<file path="src/rtl/prog_loader_pkg.sv">
// Shared definitions for the instruction-memory program loader.
package prog_loader_pkg;

  localparam int unsigned INSTR_W = 32;

  // Frame layout in bytes: length header, bytes per instruction word, trailer.
  localparam int unsigned LEN_BYTES  = 2;
  localparam int unsigned WORD_BYTES = 4;
  localparam int unsigned CSUM_BYTES = 1;

  typedef logic [2:0] state_t;

  localparam state_t StIdle  = 3'd0;
  localparam state_t StLenHi = 3'd1;
  localparam state_t StLenLo = 3'd2;
  localparam state_t StData  = 3'd3;
  localparam state_t StCsum  = 3'd4;
  localparam state_t StDone  = 3'd5;
  localparam state_t StErr   = 3'd6;

  // States in which the loader consumes stream bytes.
  function automatic logic is_loading(input state_t s);
    return (s == StLenHi) || (s == StLenLo) || (s == StData) || (s == StCsum);
  endfunction

endpackage

</file>
<file path="src/rtl/prog_loader_word_assembler.sv">
// Collects big-endian bytes into 32-bit instruction words.
module prog_loader_word_assembler
  import prog_loader_pkg::*;
(
  input  logic               clk_i,
  input  logic               rst_ni,
  input  logic               clr_i,
  input  logic               en_i,
  input  logic [7:0]         byte_i,
  output logic [INSTR_W-1:0] word_o,
  output logic               word_valid_o
);

  // Only the first three bytes need storage; the fourth is taken straight from byte_i.
  logic [23:0] shift_q, shift_d;
  logic [1:0]  cnt_q, cnt_d;

  // Shift accepted bytes in MSB first and count position within the word.
  always_comb begin
    shift_d = shift_q;
    cnt_d   = cnt_q;
    if (clr_i) begin
      shift_d = '0;
      cnt_d   = '0;
    end else if (en_i) begin
      shift_d = {shift_q[15:0], byte_i};
      cnt_d   = cnt_q + 2'd1;
    end
  end

  // Word output and strobe for the fourth byte.
  always_comb begin
    word_o       = {shift_q, byte_i};
    word_valid_o = en_i && !clr_i && (cnt_q == 2'(WORD_BYTES - 1));
  end

  // Assembly state.
  always_ff @(posedge clk_i or negedge rst_ni) begin
    if (!rst_ni) begin
      shift_q <= '0;
      cnt_q   <= '0;
    end else begin
      shift_q <= shift_d;
      cnt_q   <= cnt_d;
    end
  end

endmodule

</file>
<file path="src/rtl/prog_loader.sv">
// Framed byte-stream loader that fills instruction memory and holds the CPU until verified.
module prog_loader
  import prog_loader_pkg::*;
#(
  parameter int unsigned ADDR_W = 8,
  parameter int unsigned DEPTH  = 256
) (
  input  logic               CLK,
  input  logic               RESET,
  input  logic               start,
  input  logic [7:0]         byte_in,
  input  logic               byte_valid,
  output logic               byte_ready,
  output logic               im_we,
  output logic [ADDR_W-1:0]  im_addr,
  output logic [INSTR_W-1:0] im_wdata,
  output logic               cpu_hold,
  output logic               done,
  output logic               err
);

  localparam logic [16:0] DepthW = 17'(DEPTH);

  state_t              state_q, state_d;
  logic                ready_q, ready_d;
  logic                we_q, we_d;
  logic [ADDR_W-1:0]   addr_q, addr_d;
  logic [INSTR_W-1:0]  wdata_q, wdata_d;
  logic                hold_q, hold_d;
  logic                done_q, done_d;
  logic                err_q, err_d;
  logic [7:0]          csum_q, csum_d;
  logic [7:0]          len_hi_q, len_hi_d;
  logic [15:0]         last_q, last_d;
  logic [15:0]         wcnt_q, wcnt_d;

  logic                accept;
  logic                load_start;
  logic [15:0]         len_w;
  logic                asm_en;
  logic [INSTR_W-1:0]  asm_word;
  logic                asm_valid;

  // Handshake, restart detection and the full word count once LEN_LO arrives.
  always_comb begin
    accept     = byte_valid && ready_q;
    load_start = start && !is_loading(state_q);
    len_w      = {len_hi_q, byte_in};
    asm_en     = accept && (state_q == StData);
  end

  prog_loader_word_assembler u_asm (
    .clk_i        (CLK),
    .rst_ni       (RESET),
    .clr_i        (load_start),
    .en_i         (asm_en),
    .byte_i       (byte_in),
    .word_o       (asm_word),
    .word_valid_o (asm_valid)
  );

  // Frame FSM, running checksum, write sequencing and status flags.
  always_comb begin
    state_d  = state_q;
    we_d     = 1'b0;
    addr_d   = addr_q;
    wdata_d  = wdata_q;
    hold_d   = hold_q;
    done_d   = done_q;
    err_d    = err_q;
    csum_d   = csum_q;
    len_hi_d = len_hi_q;
    last_d   = last_q;
    wcnt_d   = wcnt_q;

    // Address advances the cycle after each write strobe.
    if (we_q) begin
      addr_d = addr_q + ADDR_W'(1);
    end

    case (state_q)
      StIdle, StDone, StErr: begin
        if (start) begin
          state_d = StLenHi;
          done_d  = 1'b0;
          err_d   = 1'b0;
          hold_d  = 1'b1;
          csum_d  = '0;
          addr_d  = '0;
          wcnt_d  = '0;
        end
      end
      StLenHi: begin
        if (accept) begin
          len_hi_d = byte_in;
          csum_d   = csum_q ^ byte_in;
          state_d  = StLenLo;
        end
      end
      StLenLo: begin
        if (accept) begin
          csum_d = csum_q ^ byte_in;
          wcnt_d = '0;
          last_d = len_w - 16'd1;
          if ({1'b0, len_w} > DepthW) begin
            state_d = StErr;
            err_d   = 1'b1;
          end else if (len_w == 16'd0) begin
            state_d = StCsum;
          end else begin
            state_d = StData;
          end
        end
      end
      StData: begin
        if (accept) begin
          csum_d = csum_q ^ byte_in;
          if (asm_valid) begin
            we_d    = 1'b1;
            wdata_d = asm_word;
            if (wcnt_q == last_q) begin
              state_d = StCsum;
            end else begin
              wcnt_d = wcnt_q + 16'd1;
            end
          end
        end
      end
      StCsum: begin
        if (accept) begin
          if (byte_in == csum_q) begin
            state_d = StDone;
            done_d  = 1'b1;
            hold_d  = 1'b0;
          end else begin
            state_d = StErr;
            err_d   = 1'b1;
          end
        end
      end
      default: begin
        state_d = StIdle;
      end
    endcase

    ready_d = is_loading(state_d);
  end

  // All loader state; reset takes effect immediately.
  always_ff @(posedge CLK or negedge RESET) begin
    if (!RESET) begin
      state_q  <= StIdle;
      ready_q  <= 1'b0;
      we_q     <= 1'b0;
      addr_q   <= '0;
      wdata_q  <= '0;
      hold_q   <= 1'b0;
      done_q   <= 1'b0;
      err_q    <= 1'b0;
      csum_q   <= '0;
      len_hi_q <= '0;
      last_q   <= '0;
      wcnt_q   <= '0;
    end else begin
      state_q  <= state_d;
      ready_q  <= ready_d;
      we_q     <= we_d;
      addr_q   <= addr_d;
      wdata_q  <= wdata_d;
      hold_q   <= hold_d;
      done_q   <= done_d;
      err_q    <= err_d;
      csum_q   <= csum_d;
      len_hi_q <= len_hi_d;
      last_q   <= last_d;
      wcnt_q   <= wcnt_d;
    end
  end

  // Registered outputs.
  always_comb begin
    byte_ready = ready_q;
    im_we      = we_q;
    im_addr    = addr_q;
    im_wdata   = wdata_q;
    cpu_hold   = hold_q;
    done       = done_q;
    err        = err_q;
  end

endmodule
</file>
<file path="config.mk">
export PLATFORM = sky130hd
export DESIGN_NAME = prog_loader
export DESIGN_NICKNAME = d
export VERILOG_FILES = /design/src/rtl/prog_loader_pkg.sv /design/src/rtl/prog_loader_word_assembler.sv /design/src/rtl/prog_loader.sv
export SDC_FILE = /design/constraint.sdc
export NUM_CORES = 1
export LEC_CHECK = 0
export CORE_ASPECT_RATIO = 0.8
export CORE_UTILIZATION = 50
export CTS_BUF_LIST = sky130_fd_sc_hd__clkbuf_8
export CTS_CLUSTER_SIZE = 8
export DETAILED_ROUTE_END_ITERATION = 10
export PLACE_DENSITY = 0.71
export REMOVE_ABC_BUFFERS = 1
export SKIP_LAST_GASP = 1
export SYNTH_ARGS = -nofsm -noshare
export SYNTH_HDL_FRONTEND = slang
export SYNTH_HIERARCHICAL = 1
export SYNTH_SLANG_ARGS = --single-unit
</file>
<file path="constraint.sdc">
create_clock -name CLK -period 5.8 [get_ports CLK]
set_input_delay 1.16 -clock CLK [delete_from_list [all_inputs] [get_ports CLK]]
set_output_delay 1.16 -clock CLK [all_outputs]
set_load 0.01 [all_outputs]
</file>
# [Word-level counts from Yosys, hierarchy flattened]
# Cells that the tools add are included.
[totals] rom_bits=0 word_cells=115 n_memories=0 input_bits=12 ramBits=0 output_inout_bits=45 reg_bits=122 latch_bits=0
[op_classes] n_lt_le_gt_ge=1 n_eq_ne=23 div=0 add_sub_neg=4 mul=0 bitwise=1 n_reduce_logical=29 muxes=43 n_shift=0
[ops] operator="16-bit two-way mux" count=5
[ops] operator="24-bit two-way mux" count=2
[ops] operator="16-bit case mux with 3 select lines" count=1
[ops] operator="8-bit two-way mux" count=5
[ops] operator="3-bit two-way mux" count=9
[ops] operator="16-bit by 1-bit adder with 16-bit output, second input constant" count=1
[ops] operator="16-bit == test" count=1
[ops] operator="16-bit by 9-bit greater-than comparator with 1-bit output, second input constant" count=1
[ops] operator="16-bit logical NOT" count=1
[ops] operator="8-bit case mux with 2 select lines" count=1
[ops] operator="16-bit by 1-bit subtractor with 16-bit output, second input constant" count=1
[ops] operator="3-bit case mux with 5 select lines" count=1
[ops] operator="2-bit inequality test, second input constant" count=7
[ops] operator="1-bit two-way mux" count=13
[ops] operator="3-bit by 2-bit == test with 1-bit output, second input constant" count=4
[ops] operator="3-bit == test, second input constant" count=4
[ops] operator="6-bit AND reduction" count=2
[ops] operator="8-bit by 1-bit adder with 8-bit output, second input constant" count=1
[ops] operator="8-bit == test" count=1
[ops] operator="8-bit bitwise XOR" count=1
[ops] operator="3-bit by 1-bit == test with 1-bit output, second input constant" count=2
[ops] operator="1-bit logical OR" count=6
[ops] operator="2-bit two-way mux" count=3
[ops] operator="2-bit by 1-bit inequality test with 1-bit output, second input constant" count=3
[ops] operator="other kinds (13)" count=25

# [Depth between registers and ports, before layout]
# Gate-level depths: netlist of run 1.
[depth] ltp_word=16 ltp_mapped=13 mapped_depth_nobuf=10

# [Cells and area by module]
# Netlist of run 1, hierarchy kept.
[by_module_without_submodules] module="prog_loader" cells_per_inst=465 seq_area_each_um2=2402.3 n_inst=1 area_each_um2=4775.8
[by_module_without_submodules] module="prog_loader_word_assembler" cells_per_inst=95 seq_area_each_um2=650.6 n_inst=1 area_each_um2=1156.1

# [Worst setup path before layout of run 1]
# Ideal clock, no wire load.
[synth_timing] kind="input-to-reg" startpoint="in byte_valid" endpoint="reg wcnt_q[15]" required_time_ps=5722 path_stages=11 n_path_buf=3 setup_ps=78 slack_ps=2516 arrival_ps=3206 cell_sequence="nand2_1 > nor2_1 > buf_6 > buf_12 > nand2_1 > nor2_1 > nand3_1 > or3_1 > clkbuf_1 > or4_1 > a21oi_1"
[synth_between] elab_chain_cells=6 word_cells_on_any_way=8 classes_between="eq/ne (3); reduce/logical (5)"
[synth_lines] element="from (decl)" line_no="prog_loader.sv:12" rtl="input logic byte_valid,"
[synth_lines] element="1-bit logical AND" line_no="prog_loader.sv:46" rtl="accept = byte_valid && ready_q;"
[synth_lines] element="1-bit logical AND" line_no="prog_loader.sv:49" rtl="asm_en = accept && (state_q == StData);"
[synth_lines] element="net asm_en" line_no="prog_loader.sv:40" rtl="logic asm_en;"
[synth_lines] element="1-bit logical AND (2 in series)" line_no="prog_loader_word_assembler.sv:34" rtl="word_valid_o = en_i && !clr_i && (cnt_q == 2'(WORD_BYTES - 1));"
[synth_lines] element="net asm_valid" line_no="prog_loader.sv:42" rtl="logic asm_valid;"
[synth_lines] element="2-bit inequality test (no line)"
[synth_lines] element="6-bit AND reduction (no line)"
[synth_lines] element="to (signal assigned)" line_no="prog_loader.sv:176" rtl="wcnt_q <= wcnt_d;"
[synth_lines] element="to (decl)" line_no="prog_loader.sv:35" rtl="logic [15:0] wcnt_q, wcnt_d;"
# The timed path passes the listed nets, and every way through them passes these cells.
# A chain may end at the register's enable or synchronous reset.

# [Worst setup path in the final report of run 1]
# Same ends and word-level chain as after synthesis.

==> results of run 1 <==
## cell families after synthesis
| group | count (synthesis) | share of synthesized area |
|---|---|---|
| AOI/OAI and AO/OA | 75 | 0.0730 |
| xor gates and xnor gates | 55 | 0.0812 |
| adders and majority gates | 5 | 0.0105 |
| buffers and inverters | 44 | 0.0447 |
| DFF | 122 | 0.515 |
| muxes | 67 | 0.121 |
| and+or+nand+nor | 192 | 0.154 |
## worst register-to-register path: stages, from the launching register on
cell,delay (ns)
sky130_fd_sc_hd__dfrtp_1,0.56
sky130_fd_sc_hd__nor2b_1,0.40
sky130_fd_sc_hd__nand2_1,0.20
sky130_fd_sc_hd__nor2_4,0.14
sky130_fd_sc_hd__buf_4,0.40
sky130_fd_sc_hd__nand2_1,0.09
sky130_fd_sc_hd__nor2_1,0.13
sky130_fd_sc_hd__nand3_1,0.19
sky130_fd_sc_hd__or3_1,0.51
sky130_fd_sc_hd__or4_1,0.52
sky130_fd_sc_hd__a21oi_1,0.15
## area by class of cell
type | count | area, sq um | share of cell area
Clock buffer | 18 | 248 | 0.0360
Clock inverter | 14 | 148 | 0.0215
Inverter | 6 | 22.5 | 0.00327
Multi-Input combinational cell | 394 | 2630 | 0.382
Sequential cell | 122 | 3050 | 0.444
Tap cell | 148 | 185 | 0.0269
Timing Repair Buffer | 61 | 596 | 0.0866
## metrics by stage
stage               hold slack [ns]   util  power, uW
floorplan                     0.469      -       1670
global route                  0.525  0.597       2860
global placement              0.489  0.563       1910
finish                        0.508  0.597       2680
detailed placement            0.494  0.563       1940
CTS                           0.510  0.597       2700
## final timing paths
path	endpoint	slack [ns]	cells after the start
max in group asynchronous	im_wdata[22]	3.74	2
min in group asynchronous	wcnt_q[7]	0.84	1
setup / recovery	wcnt_q[15]	2.09	10
hold reg to reg	cpu_hold	0.51	1
setup reg to reg	wcnt_q[15]	2.44	10
hold / removal	cpu_hold	0.51	1
## registers in the layout, indices dropped and copies added, names as in the netlist
name           cells
im_wdata          32
u_asm/shift_q     24
last_q            16
wcnt_q            16
csum_q             8
im_addr            8
len_hi_q           8
state_q            3
u_asm/cnt_q        2
byte_ready         1
cpu_hold           1
done               1
err                1
im_we              1
## layer usage
metal	track usage	part of all wire	up-vias
met5	0	0	-
met4	0.0843	0.010	0
met3	0.0625	0.059	16
met2	0.307	0.43	132
met1	0.325	0.50	2029
li1	-	-	2008
## synthesized netlist by cell type, types with 2 or more instances
cell	instances	area share
sky130_fd_sc_hd__a211oi_1	2	0.0025
sky130_fd_sc_hd__a21o_1	4	0.0051
sky130_fd_sc_hd__a21oi_1	10	0.0084
sky130_fd_sc_hd__a22oi_1	2	0.0025
sky130_fd_sc_hd__and3_1	4	0.0042
sky130_fd_sc_hd__buf_12	2	0.0067
sky130_fd_sc_hd__buf_2	9	0.0076
sky130_fd_sc_hd__buf_4	10	0.013
sky130_fd_sc_hd__buf_6	2	0.0038
sky130_fd_sc_hd__clkbuf_1	14	0.0089
sky130_fd_sc_hd__dfrtp_1	122	0.51
sky130_fd_sc_hd__ha_1	5	0.011
sky130_fd_sc_hd__inv_1	6	0.0038
sky130_fd_sc_hd__mux2_2	40	0.076
sky130_fd_sc_hd__mux2i_1	27	0.046
sky130_fd_sc_hd__nand2_1	45	0.028
sky130_fd_sc_hd__nand2b_1	3	0.0032
sky130_fd_sc_hd__nand3_1	10	0.0084
sky130_fd_sc_hd__nand4_1	14	0.015
sky130_fd_sc_hd__nor2_1	72	0.046
sky130_fd_sc_hd__nor2b_1	4	0.0042
sky130_fd_sc_hd__nor3_1	6	0.0051
sky130_fd_sc_hd__nor4_1	6	0.0063
sky130_fd_sc_hd__nor4b_1	2	0.0030
sky130_fd_sc_hd__o21a_1	2	0.0025
sky130_fd_sc_hd__o21ai_0	44	0.037
sky130_fd_sc_hd__o31ai_1	2	0.0025
sky130_fd_sc_hd__or3_1	15	0.016
sky130_fd_sc_hd__or4_1	2	0.0025
sky130_fd_sc_hd__xnor2_1	21	0.031
sky130_fd_sc_hd__xor2_1	34	0.050
## where the power goes
group,internal (uW),switching (uW)
clock,393,357
sequential,1030,184
combinational,320,402
total,1740,943
==> impl_metrics.csv, run 1 <==
group,metric,value,unit
placement,dp.final_hpwl,8190,microns
drt,ant_nets,0,
global_routing,grt_remaining_overflow,0,
status,status,"finished, final reports clean",
global_routing,first_pass_grt_wire_length,20500,microns
timing,final-hold-violation-count,0,
timing,final.setup_skew,0.00921,ns
layout,post-route-cell-area,0.00688,sq mm
timing,final.period_utilization,0.640,
placement,dpl-instance-area,0.00648,sq mm
timing,worst-slew-pin-transition,0.950,ns
timing,fmaxAchievable,0.269,GHz
global_routing,grt.total_usage,0.221,
pwr,power.leakage,0.00305,uW
logic_synthesis,ys.warnings.count,6,
clocking,postCtsSetupBuffers,0,
layout,n_antenna_cell,0,
layout,layout_commonest_cell,"sky130_fd_sc_hd__dfrtp_1",
job,drv.max_cap_violation_count,0,
placement,placement.io_buffers,56,
timing,report.final.setup_viol,0,
clocking,clock-sinks,122,
clocking,clkTransAtPathRegs,0.08,ns
clocking,largest_buffer_count_on_any_clock_path,2,
floorplanning,boundaryPins,57,
logic_synthesis,post_synth_inst_count,560,
layout,finish.net_count,619,
timing,rsz0062_at_grt,"no",
placement,place.detailed.instances,731,
drt,routed_wl,12200,microns
timing,fin_crit,3.71,ns
floorplanning,initial_cell_density_of_the_core,0.515,
logic_synthesis,postSynthAreaPerCell,10.6,sq um
floorplanning,rows,35,
logic_synthesis,register_bit_count_reported_by_yosys,122,
floorplanning,horiz_die_dim,124,microns
global_routing,grt_start_max_net_pins,72,
timing,drv_slew,0,
critical_path,worst_path_maximum_fanout,27,
critical_path,slowest_stage,"sky130_fd_sc_hd__or4_1",
pwr,power-per-cell-area,390,mW/mm^2
logic_synthesis,synth-edff-count,0,
critical_path,cp_common_cell,"sky130_fd_sc_hd__nand2_1",
logic_synthesis,dominantRegCellSynth,"sky130_fd_sc_hd__dfrtp_1",
layout,final_cell_mix,"122 x sky130_fd_sc_hd__dfrtp_1, 70 x sky130_fd_sc_hd__nor2_1, 55 x sky130_fd_sc_hd__clkdlybuf4s50_1",
floorplanning,dieArea,0.0123,sq mm
drt,drt_pre_antenna_iters,5,
critical_path,critical_path.top_delay_family,"simple AND/OR/NAND/NOR gates",
floorplanning,design.core.area,0.0115,sq mm
critical_path,timing.critical_path.slowest_cell_delay,0.52,ns
logic_synthesis,asyncSetResetFlopFracSynth,1.00,
clocking,insertion_delay,0.44,ns
drt,post_drt_wl_per_cell,16.0,microns
logic_synthesis,post_synth_instance_area,0.00593,sq mm
drt,vias,4185,
critical_path,first_element_of_the_critical_path,"byte_valid",
critical_path,timing.rr.start,"state_q[2]",
layout,layout.filler_cells,959,
clocking,cts_resized,0,
timing,slew-limit-headroom,0.367,
timing,totalNegativeSetupSlack,0,ns
logic_synthesis,yosysUniqueCellTypes,50,
critical_path,timing.setup.critical_path_class,"in2reg",
min_path,hold_path_class,"reg2reg",
floorplanning,chipHeight,99.4,microns
drt,drt-initial-drc-count,340,
clocking,tritoncts,"yes",
critical_path,crit_required,6.17,ns
global_routing,grt_pass1_vias,4090,
placement,place_congestion,0.829,
layout,final-instance-count-excl-fill,763,
clocking,htreeDepth,4,
layout,drive_gt1_frac,0.140,
layout,areaGrowthSynthToFinish,16.0,%
clocking,holdBufCountCts,0,
critical_path,worst_ep_arrival_time,4.08,ns
critical_path,worstPathCellList,"clkdlybuf4s50_1, nand2_1, nor2_4, buf_4, nand2_1, nor2_1, nand3_1, or3_1, or4_1, a21oi_1",
pwr,peakVddDrop,0.192,mV
placement,preCtsSetupSlack,1.62,ns
clocking,clock_tree.root_cell,"sky130_fd_sc_hd__clkbuf_8",
min_path,hp-start,"cpu_hold",
logic_synthesis,ys_seq_area_frac,0.515,
global_routing,antenna_found_initial,0,
critical_path,cp-end-kind,"register",
critical_path,critical_path_buf_inv_count,2,
drt,drc_errors,0,
critical_path,cp_launch_type,"input port",
clocking,numCtsBuffers,17,
timing,final_critical_path_setup_slack,2.09,ns
drt,avgViaCountPerCell,5.48,
No activity file was read; power rests on OpenSTA's default activity.
==> run 2, diff against run 1 <==
--- a/config.mk
+++ b/config.mk
@@ -10,7 +10,7 @@
 export CTS_BUF_LIST = sky130_fd_sc_hd__clkbuf_8
 export CTS_CLUSTER_SIZE = 8
 export DETAILED_ROUTE_END_ITERATION = 10
-export PLACE_DENSITY = 0.71
+export PLACE_DENSITY = 0.74
 export REMOVE_ABC_BUFFERS = 1
 export SKIP_LAST_GASP = 1
 export SYNTH_ARGS = -nofsm -noshare
==> constraint.sdc (replaced) <==
create_clock -name CLK -period 3.2 [get_ports CLK]
set_input_delay 0.64 -clock CLK [delete_from_list [all_inputs] [get_ports CLK]]
set_output_delay 0.64 -clock CLK [all_outputs]
set_load 0.01 [all_outputs]
==> impl_metrics.csv, run 2 (synthesis gave the netlist of run 1 again) <==
group,metric,value,unit
status,status,"finished, final reports clean",
clocking,htreeDepth,4,
min_path,hold_path_class,"in2async",
floorplanning,design.core.area,0.0115,sq mm
critical_path,timing.setup.critical_path_class,"reg2reg",
critical_path,worstPathCellList,"nor2b_1, nand2_1, nor2_4, nand2_1, nor2_1, nand3_1, or3_1, or4_1, a21oi_1",
layout,layout_commonest_cell,"sky130_fd_sc_hd__dfrtp_1",
critical_path,cp_common_cell,"sky130_fd_sc_hd__nand2_1",
timing,drv_slew,0,
critical_path,timing.rr.start,"state_q[1]",
pwr,p_comb_frac,0.286,
layout,layout.core_utilization,0.610,
timing,worst-slew-pin-transition,0.707,ns
critical_path,critical_path.top_delay_family,"simple AND/OR/NAND/NOR gates",
floorplanning,initial_cell_density_of_the_core,0.515,
timing,fin_crit,2.68,ns
critical_path,r2r.worst_path.cells,9,
critical_path,worst_path_maximum_fanout,12,
pwr,power.share.sequential,0.439,
pwr,swShare,0.366,
job,drv.max_cap_violation_count,0,
pwr,total_switching_power,1810,uW
layout,drive_gt1_frac,0.163,
pwr,cellInternalPower,3130,uW
drt,vias,4313,
placement,preCtsSetupSlack,0.247,ns
layout,layout.filler_cells,958,
drt,drt-initial-drc-count,478,
pwr,power.leakage,0.00315,uW
clocking,insertion_delay,0.44,ns
critical_path,cp-end-kind,"register",
floorplanning,horiz_die_dim,124,microns
drt,drc_errors,0,
clocking,tritoncts,"yes",
layout,final_cell_mix,"122 x sky130_fd_sc_hd__dfrtp_1, 70 x sky130_fd_sc_hd__nor2_1, 55 x sky130_fd_sc_hd__clkdlybuf4s50_1",
placement,dp.final_hpwl,8850,microns
drt,drt_pre_antenna_iters,5,
clocking,clock_tree.root_cell,"sky130_fd_sc_hd__clkbuf_8",
timing,rsz0062_at_grt,"no",
clocking,largest_buffer_count_on_any_clock_path,2,
pwr,post-layout-total-power,4940,uW
critical_path,worst_ep_arrival_time,3.04,ns
pwr,peakVddDrop,0.310,mV
timing,final_critical_path_setup_slack,0.521,ns
global_routing,antenna_found_initial,0,
timing,report.final.setup_viol,0,
pwr,power-per-cell-area,703,mW/mm^2
global_routing,first_pass_grt_wire_length,21500,microns
pwr,pwr-share-clk,0.275,
layout,areaGrowthSynthToFinish,18.4,%
clocking,cts_resized,0,
placement,placement.io_buffers,56,
critical_path,slowest_stage,"sky130_fd_sc_hd__dfrtp_1",
critical_path,r2r_end,"wcnt_q[15]",
timing,final.period_utilization,0.837,
floorplanning,dieArea,0.0123,sq mm
critical_path,cp_launch_type,"register",
drt,avgViaCountPerCell,5.53,
critical_path,critical_path_buf_inv_count,0,
global_routing,grt_start_max_net_pins,53,
drt,routed_wl,12800,microns
critical_path,crit_required,3.56,ns
timing,final-hold-violation-count,0,
drt,post_drt_wl_per_cell,16.5,microns
global_routing,grt_pass1_vias,4292,
critical_path,cp_num_cells,9,
critical_path,ff2ff_setup_slack,0.52,ns
timing,fmaxAchievable,0.373,GHz
clocking,clkTransAtPathRegs,0.08,ns
critical_path,timing.critical_path.slowest_cell_delay,0.55,ns
timing,slew-limit-headroom,0.526,
timing,fin_worst_hold_slack,0.185,ns
drt,ant_nets,0,
floorplanning,rows,35,
layout,largest_reg_flops,32,
floorplanning,boundaryPins,57,
clocking,holdBufCountCts,0,
clocking,numCtsBuffers,17,
placement,place_congestion,0.847,
global_routing,grt_remaining_overflow,0,
clocking,postCtsSetupBuffers,0,
layout,n_antenna_cell,0,
timing,final.setup_skew,0.0136,ns
clocking,clock-sinks,122,
global_routing,grt.total_usage,0.230,
layout,finish.net_count,636,
floorplanning,chipHeight,99.4,microns
run 2: changes by cell type in the layout (fill, tap and decap cells not counted), moves of 2 or more:
cell | previous run | this run
sky130_fd_sc_hd__buf_12 | 0 | 2
sky130_fd_sc_hd__clkinvlp_4 | 5 | 2
sky130_fd_sc_hd__clkinv_2 | 3 | 0
sky130_fd_sc_hd__inv_8 | 0 | 2
sky130_fd_sc_hd__buf_4 | 6 | 21
sky130_fd_sc_hd__inv_6 | 1 | 6
run 2: layer usage:
metal / global-route usage / routed length [microns]
met3: 0.0700 / 816
met2: 0.339 / 5770
met1: 0.325 / 6140
met4: 0.0677 / 121
met5: 0 / 0
run 2: stage by stage:
step | std cells | cell area [sq um] | TNS, ns
4_1_cts | 780 | 7030 | 0
3_5_place_dp | 748 | 6640 | 0
6_report | 780 | 7030 | 0
2_1_floorplan | 522 | 5690 | -65.92
5_1_grt | 780 | 7030 | 0
3_3_place_gp | 748 | 6640 | 0
run 2: layout make-up:
class                      instances  area, sq um  area share
tap                              148          185      0.0264
inverter                           6         22.5     0.00321
clock buffer                      17          234      0.0333
multi-input combinational        394         2630       0.374
timing repair buffer              78          748       0.107
sequential                       122         3050       0.435
clock inverter                    15          155      0.0221
run 2: worst max path at each step:
stage | startpoint | endpoint | slack (ns)
6_report | state_q[1] | wcnt_q[15] | 0.52
5_1_grt | state_q[1] | wcnt_q[15] | 0.30
4_1_cts | state_q[1] | wcnt_q[15] | 0.55
3_5_place_dp | byte_valid | wcnt_q[15] | 0.25
3_3_place_gp | byte_valid | wcnt_q[15] | 0.34
2_1_floorplan | state_q[2] | im_wdata[0] | -1.68
run 2: power groups by stage:
stage	clock [uW]	sequential (uW)	combinational, uW
after floorplan	0	2130	897
after global placement	0	2170	1350
after detailed placement	0	2190	1400
after CTS	1380	2160	1410
after global routing	1460	2210	1570
final	1360	2170	1410
==> run 3, diff against run 2 <==
--- a/config.mk
+++ b/config.mk
@@ -10,7 +10,7 @@
 export CTS_BUF_LIST = sky130_fd_sc_hd__clkbuf_8
 export CTS_CLUSTER_SIZE = 8
 export DETAILED_ROUTE_END_ITERATION = 10
-export PLACE_DENSITY = 0.74
+export PLACE_DENSITY = 0.71
 export REMOVE_ABC_BUFFERS = 1
 export SKIP_LAST_GASP = 1
 export SYNTH_ARGS = -nofsm -noshare
==> constraint.sdc (replaced) <==
create_clock -name CLK -period 2.8 [get_ports CLK]
set_input_delay 0.56 -clock CLK [delete_from_list [all_inputs] [get_ports CLK]]
set_output_delay 0.56 -clock CLK [all_outputs]
set_load 0.01 [all_outputs]
==> impl_metrics.csv, run 3 (synthesis gave the netlist of run 1 again) <==
group,metric,value,unit
critical_path,worst_ep_arrival_time,2.67,ns
pwr,power-per-cell-area,812,mW/mm^2
layout,areaGrowthSynthToFinish,20.2,%
clocking,htreeDepth,4,
global_routing,grt_remaining_overflow,0,
clocking,insertion_delay,0.44,ns
timing,report.final.setup_viol,0,
floorplanning,horiz_die_dim,124,microns
layout,final_cell_mix,"122 x sky130_fd_sc_hd__dfrtp_1, 70 x sky130_fd_sc_hd__nor2_1, 55 x sky130_fd_sc_hd__clkdlybuf4s50_1",
layout,post-route-cell-area,0.00713,sq mm
critical_path,worst_path_maximum_fanout,6,
job,drv.max_cap_violation_count,0,
drt,avgViaCountPerCell,5.58,
floorplanning,rows,35,
timing,final-hold-violation-count,0,
drt,drc_errors,0,
floorplanning,chipHeight,99.4,microns
critical_path,r2r_end,"byte_ready",
pwr,power.leakage,0.00321,uW
placement,dp.final_hpwl,9100,microns
timing,worst-slew-pin-transition,0.724,ns
clocking,numCtsBuffers,17,
global_routing,grt_pass1_vias,4400,
timing,fin_crit,2.35,ns
drt,vias,4406,
floorplanning,dieArea,0.0123,sq mm
timing,slew-limit-headroom,0.518,
critical_path,crit_required,3.12,ns
critical_path,timing.setup.critical_path_class,"reg2reg",
global_routing,first_pass_grt_wire_length,22500,microns
clocking,cts_resized,0,
layout,drive_gt1_frac,0.175,
global_routing,antenna_found_initial,0,
timing,totalNegativeSetupSlack,0,ns
layout,largest_reg_flops,32,
drt,post_drt_wl_per_cell,16.7,microns
critical_path,r2r.worst_path.cells,6,
clocking,clock-sinks,122,
placement,dpl-instance-area,0.00672,sq mm
critical_path,timing.rr.start,"len_hi_q[2]",
global_routing,grt_start_max_net_pins,55,
placement,placement.io_buffers,56,
layout,layout.core_utilization,0.619,
timing,rsz0062_at_grt,"no",
clocking,tritoncts,"yes",
timing,fmaxAchievable,0.426,GHz
clocking,postCtsSetupBuffers,0,
timing,final.setup_skew,0.0118,ns
floorplanning,design.core.area,0.0115,sq mm
min_path,hold_path_class,"in2async",
global_routing,grt.total_usage,0.239,
floorplanning,initial_cell_density_of_the_core,0.515,
layout,n_antenna_cell,0,
clocking,clock_tree.root_cell,"sky130_fd_sc_hd__clkbuf_8",
pwr,peakVddDrop,0.388,mV
critical_path,ff2ff_setup_slack,0.45,ns
clocking,clkTransAtPathRegs,0.09,ns
placement,place_congestion,0.826,
clocking,largest_buffer_count_on_any_clock_path,2,
critical_path,cp-end-kind,"register",
layout,finish.net_count,645,
critical_path,cp_launch_type,"register",
timing,drv_slew,0,
drt,drt-initial-drc-count,316,
drt,drt_pre_antenna_iters,5,
pwr,post-layout-total-power,5790,uW
drt,routed_wl,13200,microns
layout,layout_commonest_cell,"sky130_fd_sc_hd__dfrtp_1",
clocking,holdBufCountCts,0,
drt,ant_nets,0,
timing,final.period_utilization,0.838,
floorplanning,boundaryPins,57,
status,status,"finished, final reports clean",
## run 3: worst max-delay path by stage
stage           startpoint          end  slack, ns  cells after the start
6_report       len_hi_q[2]   byte_ready       0.45                      6
5_1_grt        len_hi_q[2]   byte_ready       0.36                      6
4_1_cts        len_hi_q[2]   byte_ready       0.45                      6
3_5_place_dp    byte_in[3]   byte_ready       0.05                      7
3_3_place_gp    byte_in[3]   byte_ready       0.12                      7
2_1_floorplan   state_q[2]  im_wdata[0]      -2.08                      8
## run 3: through the flow
| stage | instances | hold WS [ns] | worst slack [ns] |
|---|---|---|---|
| floorplan | 522 | 0.264 | -2.08 |
| global placement | 757 | 0.486 | 0.123 |
| detailed placement | 757 | 0.496 | 0.0501 |
| CTS | 789 | 0.181 | 0.450 |
| global route | 789 | 0.208 | 0.355 |
| finish | 789 | 0.150 | 0.454 |
## run 3: final cells by class
type | count | area [sq um]
fillers | 952 | 4390
multi-input cells | 394 | 2630
flip-flops and latches | 122 | 3050
clock buffers | 17 | 234
repair buffers | 87 | 828
inverters | 6 | 22.5
well taps | 148 | 185
clock inverters | 15 | 179
## run 3: power breakdown
part / total [uW] / switching [uW] / internal, uW
Combinational: 1700 / 954 / 744
Sequential: 2440 / 315 / 2120
Clock: 1650 / 824 / 830
## run 3: critical path: stages (launching register included)
cell	delay, ns
sky130_fd_sc_hd__dfrtp_1	0.42
sky130_fd_sc_hd__or3_1	0.47
sky130_fd_sc_hd__or3_1	0.41
sky130_fd_sc_hd__or3_1	0.43
sky130_fd_sc_hd__a22oi_1	0.22
sky130_fd_sc_hd__nand2_1	0.11
sky130_fd_sc_hd__xor2_1	0.17
## run 3: per-layer routing
metal,wire (microns),GRT usage,vias up
met5,0,0,-
met4,130,0.0658,0
met3,736,0.0619,12
met2,6070,0.364,126
met1,6250,0.337,2202
li1,-,-,2066
